File: src/rtl/uart_pkg.sv
// Shared UART constants: arbiter state encodings, source-tag base and the
// default bit-time in clocks used by the UART engines.
package uart_pkg;

  localparam int DELAY_FRAMES = 234;

  localparam logic [7:0] TAG_BASE = 8'hA0;

  typedef logic [2:0] state_t;

  localparam state_t ST_IDLE  = 3'd0;
  localparam state_t ST_GRANT = 3'd1;
  localparam state_t ST_FWD   = 3'd2;
  localparam state_t ST_GAP   = 3'd3;
  localparam state_t ST_TAG   = 3'd4;

endpackage

File: src/rtl/rr_pick.sv
// Combinational round-robin picker: first set request strictly after the
// pointer, wrapping around, so the last winner has the lowest priority.
module rr_pick #(
  parameter int NUM_REQ = 4,
  parameter int IDX_W   = $clog2(NUM_REQ)
) (
  input  logic [NUM_REQ-1:0] i_req,
  input  logic [IDX_W-1:0]   i_ptr,
  output logic [NUM_REQ-1:0] o_onehot,
  output logic [IDX_W-1:0]   o_idx,
  output logic               o_any
);

  logic             found;
  logic [IDX_W-1:0] cand;

  always_comb begin
    o_onehot = '0;
    o_idx    = '0;
    o_any    = |i_req;
    found    = 1'b0;
    cand     = '0;
    for (int unsigned i = 1; i <= NUM_REQ; i++) begin
      cand = IDX_W'((32'(i_ptr) + i) % 32'(NUM_REQ));
      if (!found && i_req[cand]) begin
        found          = 1'b1;
        o_onehot[cand] = 1'b1;
        o_idx          = cand;
      end
    end
  end

endmodule

File: src/rtl/uart_tx_arbiter.sv
// Packet-level round-robin arbiter sharing one UART TX byte engine.
// Define UART_ARB_TAG_EN to prefix each packet with a source tag byte.
module uart_tx_arbiter
  import uart_pkg::*;
#(
  parameter int NUM_REQ        = 4,
  parameter int GAP_CYCLES     = DELAY_FRAMES,
  parameter int TIMEOUT_CYCLES = 65535
) (
  input  logic                 i_clk,
  input  logic                 i_rst,
  input  logic [NUM_REQ-1:0]   i_req_valid,
  input  logic [8*NUM_REQ-1:0] i_req_data,
  input  logic [NUM_REQ-1:0]   i_req_last,
  output logic [NUM_REQ-1:0]   o_req_ready,
  output logic [7:0]           o_tx_data,
  output logic                 o_tx_valid,
  input  logic                 i_tx_ready,
  output logic [NUM_REQ-1:0]   o_grant,
  output logic                 o_busy,
  output logic                 o_abort
);

  localparam int IDX_W   = $clog2(NUM_REQ);
  localparam int GAP_W   = $clog2(GAP_CYCLES) + 1;
  localparam int STALL_W = $clog2(TIMEOUT_CYCLES) + 1;

  state_t               state_q, state_d;
  logic [NUM_REQ-1:0]   grant_q, grant_d;
  logic [IDX_W-1:0]     owner_q, owner_d;
  logic [IDX_W-1:0]     ptr_q, ptr_d;
  logic [GAP_W-1:0]     gap_q, gap_d;
  logic [STALL_W-1:0]   stall_q, stall_d;
  logic                 abort_q, abort_d;

  logic [NUM_REQ-1:0]   pick_onehot;
  logic [IDX_W-1:0]     pick_idx;
  logic                 pick_any;

  logic                 own_valid;
  logic                 own_last;
  logic [7:0]           own_data;

  rr_pick #(
    .NUM_REQ (NUM_REQ),
    .IDX_W   (IDX_W)
  ) u_pick (
    .i_req    (i_req_valid),
    .i_ptr    (ptr_q),
    .o_onehot (pick_onehot),
    .o_idx    (pick_idx),
    .o_any    (pick_any)
  );

  assign own_valid = i_req_valid[owner_q];
  assign own_last  = i_req_last[owner_q];
  assign own_data  = i_req_data[{owner_q, 3'b000} +: 8];

  always_comb begin
    state_d = state_q;
    grant_d = grant_q;
    owner_d = owner_q;
    ptr_d   = ptr_q;
    gap_d   = gap_q;
    stall_d = stall_q;
    abort_d = 1'b0;
    case (state_q)
      ST_IDLE: begin
        if (pick_any) begin
          grant_d = pick_onehot;
          owner_d = pick_idx;
          stall_d = '0;
          state_d = ST_GRANT;
        end
      end
      ST_GRANT: begin
        ptr_d = owner_q;
`ifdef UART_ARB_TAG_EN
        state_d = ST_TAG;
`else
        state_d = ST_FWD;
`endif
      end
`ifdef UART_ARB_TAG_EN
      ST_TAG: begin
        if (i_tx_ready) state_d = ST_FWD;
      end
`endif
      ST_FWD: begin
        if (own_valid && i_tx_ready) begin
          stall_d = '0;
          if (own_last) begin
            grant_d = '0;
            gap_d   = '0;
            state_d = ST_GAP;
          end
        end else if (!own_valid) begin
          // Only an absent owner counts as a stall; engine backpressure never does.
          if (stall_q == STALL_W'(TIMEOUT_CYCLES - 1)) begin
            abort_d = 1'b1;
            grant_d = '0;
            gap_d   = '0;
            state_d = ST_GAP;
          end else begin
            stall_d = stall_q + STALL_W'(1);
          end
        end
      end
      ST_GAP: begin
        if (32'(gap_q) + 32'd1 >= 32'(GAP_CYCLES)) state_d = ST_IDLE;
        else                                       gap_d   = gap_q + GAP_W'(1);
      end
      default: state_d = ST_IDLE;
    endcase
  end

  always_comb begin
    o_tx_valid  = 1'b0;
    o_tx_data   = '0;
    o_req_ready = '0;
    case (state_q)
      ST_FWD: begin
        o_tx_valid  = own_valid;
        o_tx_data   = own_data;
        o_req_ready = grant_q & {NUM_REQ{i_tx_ready}};
      end
`ifdef UART_ARB_TAG_EN
      ST_TAG: begin
        o_tx_valid = 1'b1;
        o_tx_data  = TAG_BASE | 8'(owner_q);
      end
`endif
      default: ;
    endcase
  end

  assign o_grant = grant_q;
  assign o_busy  = (state_q != ST_IDLE);
  assign o_abort = abort_q;

  always_ff @(posedge i_clk or negedge i_rst) begin
    if (!i_rst) begin
      state_q <= ST_IDLE;
      grant_q <= '0;
      owner_q <= '0;
      ptr_q   <= IDX_W'(NUM_REQ - 1);
      gap_q   <= '0;
      stall_q <= '0;
      abort_q <= 1'b0;
    end else begin
      state_q <= state_d;
      grant_q <= grant_d;
      owner_q <= owner_d;
      ptr_q   <= ptr_d;
      gap_q   <= gap_d;
      stall_q <= stall_d;
      abort_q <= abort_d;
    end
  end

endmodule
File: config.mk
export PLATFORM = sky130hd
export DESIGN_NAME = uart_tx_arbiter
export DESIGN_NICKNAME = d
export VERILOG_FILES = /design/src/rtl/uart_pkg.sv /design/src/rtl/rr_pick.sv /design/src/rtl/uart_tx_arbiter.sv
export SDC_FILE = /design/constraint.sdc
export NUM_CORES = 1
export LEC_CHECK = 0
export CORE_AREA = 10 10 90 92
export DETAILED_ROUTE_END_ITERATION = 16
export DIE_AREA = 0 0 100 102
export PLACE_DENSITY = 0.77
export SETUP_SLACK_MARGIN = 0.3
export SLEW_MARGIN = 20
export SYNTH_ARGS = -nofsm -noshare
export SYNTH_HDL_FRONTEND = slang
export SYNTH_HIERARCHICAL = 1
export SYNTH_SLANG_ARGS = --single-unit
export TNS_END_PERCENT = 20
File: constraint.sdc
create_clock -name i_clk -period 4.1 [get_ports i_clk]
set_input_delay 0.82 -clock i_clk [delete_from_list [all_inputs] [get_ports i_clk]]
set_output_delay 0.82 -clock i_clk [all_outputs]
set_load 0.1 [all_outputs]
=== Word-level counts from Yosys, hierarchy flattened ===
Index checks and enable logic that the tools add are counted.

* Register bits after elaboration: 38
* Bits in latches: 0
* Memories: 0
* Word-level logic and storage cells: 123
* Output and inout bits: 19
* Bits in writable memories: 0
* Memory bits (read-only): 0
* Input bits: 43

* Div/mod/pow operators: 0
* Shift operators: 1
* Equality and inequality tests: 11
* Bitwise logic cells: 4
* Reductions and logical operators: 21
* Magnitude comparators: 10
* $mul: 0
* $add $sub $neg: 7
* Mux-type cells: 62

{| class="wikitable"
|+ Operators by type and width
! kind !! count
|-
| $mux 17 || 4
|-
| $mux 9 || 5
|-
| $mux 4 || 10
|-
| $pmux 17 s2 || 1
|-
| $shiftx 32x6->8 || 1
|-
| $mux 1 || 18
|-
| $mux 3 || 6
|-
| $pmux 9 s2 || 1
|-
| $add 17x1->17 const B || 1
|-
| $eq 17x16->1 const B || 1
|-
| $lt 2x3->1 const B || 5
|-
| $reduce_and 5->1 || 3
|-
| $bmux 1 s2 || 6
|-
| $ne 3x3->1 const B || 4
|-
| $or 4x4->4 || 3
|-
| $pmux 3 s4 || 1
|-
| $add 9x1->10 const B || 1
|-
| $ge 10x8->1 const B || 1
|-
| $add 9x1->9 const B || 1
|-
| $demux 1 s2 || 4
|-
| $ge 2x1->1 const B || 4
|-
| $logic_and 1x1->1 || 8
|-
| $mux 2 || 4
|-
| $mux 8 || 1
|-
| 14 further kinds || 22
|}

=== Longest topological paths before layout ===
Gate-level depths: netlist of the first run.

* Word-level depth: 15
* Gate-level depth with buffers: 10
* Gate-level depth less buffers: 8

=== Hierarchy ===
The synthesis of the first run kept the hierarchy.

{| class="wikitable"
|+ By module, submodules not included
! module !! area each (um2) !! seq. area each (um2) !! cells each !! instances
|-
| uart_tx_arbiter || 2571.2 || 928.4 || 262 || 1
|-
| rr_pick || 540.5 || 0.0 || 70 || 1
|}

=== Worst setup path after synthesis of the first run ===
No wires, ideal clock.

* Path kind: input port to flip-flop
* Start point: in i_req_valid[3]
* End point: reg stall_q[7]
* Setup slack: 1.141 ns
* Setup time: 0.087 ns
* Required time: 4.013 ns
* Arrival time: 2.873 ns
* Buffers on the path: 0
* Stages: 6
* Cells stage by stage: mux4_2 > and2_1 > a21oi_2 > nand2_2 > or4_1 > o211ai_1

* Word-level cells in the longest chain between the ends: 5
* Elaborated cells on any way between the ends: 10
* Those cells by class: eq/ne (3); mux (4); reduce/logical (3)

{| class="wikitable"
|+ RTL lines
! element !! RTL line !! source
|-
| start: declaration || uart_tx_arbiter.sv:12 || <nowiki>input logic [NUM_REQ-1:0] i_req_valid,</nowiki>
|-
| $bmux 1 s2 || uart_tx_arbiter.sv:55 || <nowiki>assign own_valid = i_req_valid[owner_q];</nowiki>
|-
| $mux 1 (not written as such) || uart_tx_arbiter.sv:55 ||
|-
| $logic_and 1x1->1 || uart_tx_arbiter.sv:90 || <nowiki>if (own_valid && i_tx_ready) begin</nowiki>
|-
| $ne 3x3->1 (no source line) or $mux 17 (tied branches) || - ||
|-
| $reduce_and 4->1 (no source line) or $pmux 17 s2 (tied branches) || - ||
|-
| end signal: assignment || uart_tx_arbiter.sv:156 || <nowiki>stall_q <= stall_d;</nowiki>
|-
| end: declaration || uart_tx_arbiter.sv:33 || <nowiki>logic [STALL_W-1:0] stall_q, stall_d;</nowiki>
|}

Several ways; a longest one is shown, not always the timed one. The select of a mux whose other input is x is not followed.
A chain may end at the register's enable or synchronous reset.

=== Worst setup path in the final report of the first run ===
* Start point: in i_req_valid[2]
* End point: out o_tx_valid

* Word-level cells in the longest chain between the ends: 3

{| class="wikitable"
|+ RTL lines
! element !! RTL line !! source
|-
| $bmux 1 s2 || uart_tx_arbiter.sv:55 ||
|-
| $mux 1 (not written as such) || uart_tx_arbiter.sv:55 ||
|-
| $mux 1 || uart_tx_arbiter.sv:121 || <nowiki>case (state_q)</nowiki>
|-
| end: declaration || uart_tx_arbiter.sv:17 || <nowiki>output logic o_tx_valid,</nowiki>
|}

No other way between the ends. The select of a mux whose other input is x is not followed.

==> run_results.csv, run 1 <==
group,metric,value,unit
outcome,status,"finished, final reports clean",
route,drc_errors,0,
floorplanning,die_h,102,µm
sta,hold_slack,518,ps
final_layout,diodes,0,
final_layout,fill_cells,558,
placed_design,place.gp.congestion,0.900,
yosys,synth_cell_types,66,
sta,post-route-period-util,80.5,%
grt,gr-total-overflow,0,
clock_network,numCtsBuffers,5,
flow_run,maxCapViolations,0,
power,vdd_drop_max,0.000427,V
grt,antenna_found_initial,0,
setup_path,cp_cell_sequence,"clkdlybuf4s50_1, mux4_2, and2_1, buf_4",
yosys,synth_ff_type,"dfrtp_1",
sta,final_max_slew_viol_count,0,
grt,grt_max_degree,38,
setup_path,cp.required,3280,ps
final_layout,finish.net_count,443,
grt,grt_use_total,15.8,%
clock_network,cts_resized,0,
setup_path,worstSetupEndpointType,"output pin",
clock_network,clock-sinks,37,
clock_network,hold_buffers,0,
sta,rsz0062_at_grt,"false",
setup_path,crit_family,"buffers and inverters",
power,p_comb_share,66.5,%
clock_network,htree_levels,2,
placed_design,pre_cts_ws,592,ps
clock_network,clockBufferDepth,2,
floorplanning,rows,29,
yosys,postSynthCellCount,332,
setup_path,reg2reg_to,"stall_q[11]$_DFFE_PN0P_",
floorplanning,start_util,49.6,%
sta,tns,0,ps
placed_design,hpwlAfterDp,5940,µm
setup_path,critPathLaunch,"i_req_valid[2]",
sta,slew_headroom,34.6,%
power,p_sw,0.00136,W
worst_hold_path,hold_class,"register to register",
placed_design,io_buffers,61,
clock_network,clock-root-buffer,"clkbuf_8",
route,wl_per_cell,17.0,µm
route,ant_nets,0,
power,p_sw_share,54.7,%
power,powerDensity,659,nW/µm²
route,vias,2784,
setup_path,critPathCapture,"o_tx_valid",
yosys,synth_edf_count,0,
sta,finClkSkew,9.84,ps
setup_path,critical_path.n_buffers_inverters,2,
setup_path,worstPathArrival,2480,ps
clock_network,clkLatencyLatePin,290,ps
clock_network,cts.clk_slew.worst_paths,70,ps
route,drtIter0Drc,206,
sta,tightestPinTransition,978,ps
sta,final_hold_viol_count,0,
setup_path,reg2regPathDepth,7,
setup_path,reg2reg_slack,1140,ps
yosys,netlist_area,3110,µm²
setup_path,start_kind,"input pin",
power,p_seq_share,23.4,%
floorplanning,dieArea,10200,µm²
grt,grt_pass1_wl,13600,µm
setup_path,max_stage_delay,610,ps
power,power.share.clock,10.1,%
route,routed_wl,7860,µm
power,power.internal,0.00113,W
yosys,syn_nets,391,
clock_network,postCtsSetupBuffers,0,
final_layout,drive_above_1_share,15.3,%
setup_path,critPathKind,"input pin to output pin",
sta,fmax,303,MHz
setup_path,critPathMaxFanout,12,
sta,worst_slack,798,ps
sta,setup_viol,0,
yosys,ys_warn_count,6,
setup_path,path_depth,4,
final_layout,area_growth,21.6,%
yosys,syn_avg_cell_area,9.37,µm²
clock_network,cts_tree,"yes",
floorplanning,io_pins,62,
power,p_leak,1.64,nW
route,dr.pass1.iters,4,
floorplanning,fp.dieW,100,µm
setup_path,crit_slowest_cell,"mux4_2",
sta,fin_crit,3300,ps
route,drt-vias-per-instance,6.03,
setup_path,r2r_start,"state_q[0]$_DFFE_PN0P_",
yosys,seq_area_frac_synth,29.8,%
yosys,ys_seq_elements,37,
floorplanning,coreArea,6280,µm²
grt,grt_pass1_vias,2893,
yosys,async_flop_share,100,%
kinds of logic (layout without fill, tap and decap cells):
family                   count (synthesis)  in the layout  share of synthesized area (%)
XOR/XNOR                                10             10                           2.81
adder cells (fa/ha/maj)                 16             16                           6.43
AND/OR/NAND/NOR                        142            142                           25.5
multiplexers                            20             20                           11.5
buffers and inverters                   33             86                           5.23
AO/OA/AOI/OAI                           74             74                           18.6
flip-flops                              37             37                           29.8
synth_stat cells, drive strengths merged, types with 2 or more instances:
| master | number | area [µm²] |
|---|---|---|
| a211o | 6 | 52.6 |
| nor2b | 11 | 68.8 |
| o211ai | 4 | 30.0 |
| a211oi | 2 | 27.5 |
| nor3 | 9 | 45.0 |
| or2 | 2 | 12.5 |
| xor2 | 9 | 78.8 |
| and4 | 2 | 17.5 |
| nand2b | 3 | 18.8 |
| mux4 | 12 | 270 |
| a221oi | 2 | 23.8 |
| nor4 | 4 | 25.0 |
| clkbuf | 9 | 33.8 |
| nor2 | 20 | 75.1 |
| ha | 16 | 200 |
| dfstp | 2 | 52.6 |
| a21o | 2 | 15.0 |
| buf | 12 | 83.8 |
| o41ai | 3 | 45.1 |
| nand2 | 24 | 92.6 |
| a221o | 4 | 40.0 |
| nand3 | 12 | 70.1 |
| o21a | 2 | 15.0 |
| nor3b | 2 | 15.0 |
| and3 | 15 | 93.8 |
| o211a | 3 | 30.0 |
| inv | 12 | 45.0 |
| nand4 | 12 | 75.1 |
| or4 | 2 | 15.0 |
| o22ai | 2 | 12.5 |
| mux2 | 7 | 78.8 |
| o31ai | 6 | 45.0 |
| and2 | 13 | 81.3 |
| dfrtp | 35 | 876 |
| or3b | 2 | 17.5 |
| o2bb2ai | 4 | 35.0 |
| nand3b | 4 | 30.0 |
| a21oi | 10 | 53.8 |
| o21ai | 16 | 80.1 |
power groups by stage:
stage | registers, W | logic (W) | clock network [W]
final | 0.000582 | 0.00166 | 0.000252
after global routing | 0.000606 | 0.00178 | 0.000275
after CTS | 0.000585 | 0.00166 | 0.000258
after detailed placement | 0.000590 | 0.00165 | 0
after global placement | 0.000585 | 0.00162 | 0
after floorplan | 0.000612 | 0.00125 | 0
per-stage QoR:
step / utilization, % / power (W) / instance area [µm²] / std cells
finish: 60.3 / 0.00249 / 3780 / 462
global route: 60.3 / 0.00267 / 3780 / 462
CTS: 60.3 / 0.00250 / 3780 / 462
detailed placement: 58.9 / 0.00224 / 3700 / 454
global placement: 58.9 / 0.00220 / 3700 / 454
floorplan: - / 0.00186 / 3110 / 332
worst min path at each step:
| stage | startpoint | to | slack [ps] | cells past startpoint |
|---|---|---|---|---|
| floorplan | stall_q[8]$_DFFE_PN0P_ | stall_q[8]$_DFFE_PN0P_ | 460 | 1 |
| global placement | gap_q[8]$_DFFE_PN0P_ | gap_q[8]$_DFFE_PN0P_ | 500 | 1 |
| detailed placement | gap_q[8]$_DFFE_PN0P_ | gap_q[8]$_DFFE_PN0P_ | 500 | 1 |
| CTS | gap_q[8]$_DFFE_PN0P_ | gap_q[8]$_DFFE_PN0P_ | 520 | 1 |
| global route | gap_q[8]$_DFFE_PN0P_ | gap_q[8]$_DFFE_PN0P_ | 540 | 1 |
| finish | gap_q[8]$_DFFE_PN0P_ | gap_q[8]$_DFFE_PN0P_ | 520 | 1 |
layer usage:
metal	track usage (%)	vias to the layer above	part of all wire, %
met4	5.11	0	1.5
met2	25.4	111	47
met5	0	-	0
met3	5.33	8	8.1
li1	-	1349	-
met1	19.5	1316	43
flip-flops by register name (all words and copies together), names as in the netlist:
register,flops
o_abort,1
stall_q,17
owner_q,2
gap_q,9
o_grant,4
state_q,2
ptr_q,2
layout by cell type (no fill, tap or decap), drive strengths merged, types with 3 or more instances in the layout:
cell type	n
mux2	7
nor2	20
o2bb2ai	4
dfrtp	35
nand4	12
a211o	6
nor4	4
inv	12
o211ai	4
xor2	9
o21ai	16
clkbuf	5
nand2	24
o41ai	3
and3	15
ha	16
buf	20
nand3b	4
nor2b	11
nand2b	3
o31ai	6
clkdlybuf4s50	46
a21oi	10
o211a	3
a221o	4
nand3	12
mux4	12
and2	13
nor3	9
cell type report:
| class | count | area [µm²] | area share [%] |
|---|---|---|---|
| clock buffer | 5 | 68.8 | 1.82 |
| tap | 77 | 96.3 | 2.55 |
| timing repair buffer | 66 | 608 | 16.1 |
| inverter | 12 | 45.0 | 1.19 |
| sequential | 37 | 928 | 24.5 |
| multi-input combinational | 262 | 2020 | 53.4 |
| clock inverter | 3 | 17.5 | 0.463 |
Power figures use the tool's default switching activity.
==> run 2, diff against run 1 <==
==> constraint.sdc (replaced) <==
create_clock -name i_clk -period 3.1 [get_ports i_clk]
set_input_delay 0.62 -clock i_clk [delete_from_list [all_inputs] [get_ports i_clk]]
set_output_delay 0.62 -clock i_clk [all_outputs]
set_load 0.1 [all_outputs]
==> run_results.csv, run 2 (synthesis results as in run 1) <==
group,metric,value,unit
final_layout,fill_cells,507,
final_layout,diodes,0,
power,p_comb_share,70.4,%
clock_network,clock-sinks,37,
route,routed_wl,7700,µm
route,drt-vias-per-instance,5.98,
route,drtIter0Drc,122,
setup_path,reg2reg_to,"gap_q[5]$_DFFE_PN0P_",
power,p_leak,1.74,nW
setup_path,reg2regPathDepth,8,
floorplanning,die_h,102,µm
setup_path,critPathKind,"input pin to output pin",
route,ant_nets,0,
setup_path,reg2reg_slack,560,ps
clock_network,cts_tree,"yes",
outcome,status,"finished, final reports clean",
power,fin_total_pwr,0.00353,W
sta,post-route-period-util,85.7,%
placed_design,io_buffers,61,
sta,tns,0,ps
final_layout,drive_above_1_share,18.8,%
route,vias,2816,
floorplanning,start_util,49.6,%
final_layout,area_growth,29.1,%
sta,fmax,376,MHz
setup_path,path_depth,4,
setup_path,crit_slowest_cell,"mux4_2",
clock_network,clock-root-buffer,"clkbuf_8",
flow_run,maxCapViolations,0,
placed_design,place.gp.congestion,0.884,
power,powerDensity,878,nW/µm²
setup_path,worstSetupEndpointType,"output pin",
setup_path,critPathMaxFanout,6,
power,p_seq_share,19.7,%
power,power.share.clock,10.0,%
sta,hold_slack,396,ps
sta,rsz0062_at_grt,"false",
floorplanning,rows,29,
setup_path,max_stage_delay,550,ps
power,power.internal,0.00170,W
clock_network,postCtsSetupBuffers,0,
power,p_sw_share,51.8,%
final_layout,final_cell_mix,"clkdlybuf4s50_1 (41), dfrtp_1 (35), nand2_1 (23), buf_4 (21), nor2_1 (19)",
final_layout,largest-register,"stall_q",
setup_path,critPathCapture,"o_tx_valid",
setup_path,cp.required,2480,ps
sta,finClkSkew,4.68,ps
clock_network,htree_levels,2,
floorplanning,io_pins,62,
clock_network,cts.clk_slew.worst_paths,70,ps
worst_hold_path,hold_class,"input pin to asynchronous set/reset pin",
route,drc_errors,0,
setup_path,start_kind,"input pin",
sta,setup_viol,0,
clock_network,clockBufferDepth,2,
clock_network,clkLatencyLatePin,300,ps
setup_path,worstPathArrival,2040,ps
final_layout,register_area,928,µm²
floorplanning,coreArea,6280,µm²
sta,final_max_slew_viol_count,0,
grt,grt_max_degree,38,
power,p_sw,0.00183,W
grt,grt_pass1_wl,13100,µm
grt,grt_use_total,15.5,%
final_layout,final_common_cell,"clkdlybuf4s50_1",
final_layout,finish.net_count,453,
setup_path,r2r_start,"gap_q[0]$_DFFE_PN0P_",
floorplanning,dieArea,10200,µm²
final_layout,multi_input_area,2020,µm²
grt,grt_pass1_vias,2791,
route,dr.pass1.iters,6,
setup_path,critical_path.n_buffers_inverters,2,
clock_network,numCtsBuffers,5,
sta,slew_headroom,46.8,%
floorplanning,fp.dieW,100,µm
grt,antenna_found_initial,0,
grt,gr-total-overflow,0,
setup_path,crit_family,"buffers and inverters",
sta,final_hold_viol_count,0,
setup_path,critPathLaunch,"i_req_valid[3]",
sta,tightestPinTransition,797,ps
setup_path,cp_cell_sequence,"clkdlybuf4s50_1, mux4_2, and2_1, buf_12",
final_layout,largest_reg_flops,17,
sta,fin_crit,2660,ps
route,wl_per_cell,16.3,µm
power,vdd_drop_max,0.000616,V
placed_design,hpwlAfterDp,6030,µm
==> run 2: cell count changes in the layout (fill, tap and decap cells not counted), sizes merged <==
cell,before,now
clkdlybuf4s50,46,41
clkbuf,5,6
clkinv,2,0
buf,20,35
==> run 2: final cells by class <==
type / count / area share (%)
multi-input combinational: 262 / 50.4
sequential: 37 / 23.1
timing repair buffer: 76 / 20.7
tap: 77 / 2.40
clock buffer: 6 / 2.06
inverter: 12 / 1.12
clock inverter: 1 / 0.187
==> run 2: metal layers <==
metal	GRT usage (%)	part of all wire (%)	vias up	routed length, µm
li1	-	-	1373	-
met1	18.4	43	1350	3330
met2	24.8	47	83	3590
met3	6.48	8.3	10	640
met4	5.11	1.8	0	138
met5	0	0	-	0
==> run 2: worst min path at each step <==
stage | end
floorplan | gap_q[0]$_DFFE_PN0P_
global placement | gap_q[8]$_DFFE_PN0P_
detailed placement | stall_q[8]$_DFFE_PN0P_
CTS | gap_q[5]$_DFFE_PN0P_
global route | gap_q[5]$_DFFE_PN0P_
finish | gap_q[5]$_DFFE_PN0P_
==> run 2: what timing repair did <==
| action | CTS | global route |
|---|---|---|
| gates resized for setup | 0 | 1 |
| setup endpoints to repair | 0 | 1 |
| hold buffers | 0 | 0 |
==> run 2: stage by stage <==
stage               cell area (µm²)  cells  util, %  worst slack, ps
global route                   4020    471     64.0              348
detailed placement             3920    464     62.5             96.4
global placement               3920    464     62.5              188
floorplan                      3110    332        -              341
finish                         4020    471     64.0              443
CTS                            4010    471     63.9              403
==> run 2: power by group through the flow <==
stage / Clock (W) / Combinational (W) / Sequential (W)
6_report: 0.000351 / 0.00248 / 0.000693
5_1_grt: 0.000379 / 0.00267 / 0.000712
4_1_cts: 0.000356 / 0.00248 / 0.000697
3_5_place_dp: 0 / 0.00248 / 0.000704
3_3_place_gp: 0 / 0.00243 / 0.000700
2_1_floorplan: 0 / 0.00165 / 0.000809
==> run 2: worst reg2reg max path, cell delays in order, from the launching register on <==
cell      delay, ps
dfrtp_1         440
ha_1            390
nand2_1         120
o211a_1         240
a211oi_1        330
o41ai_4         180
buf_4           230
o311a_1         290
a211o_1         220
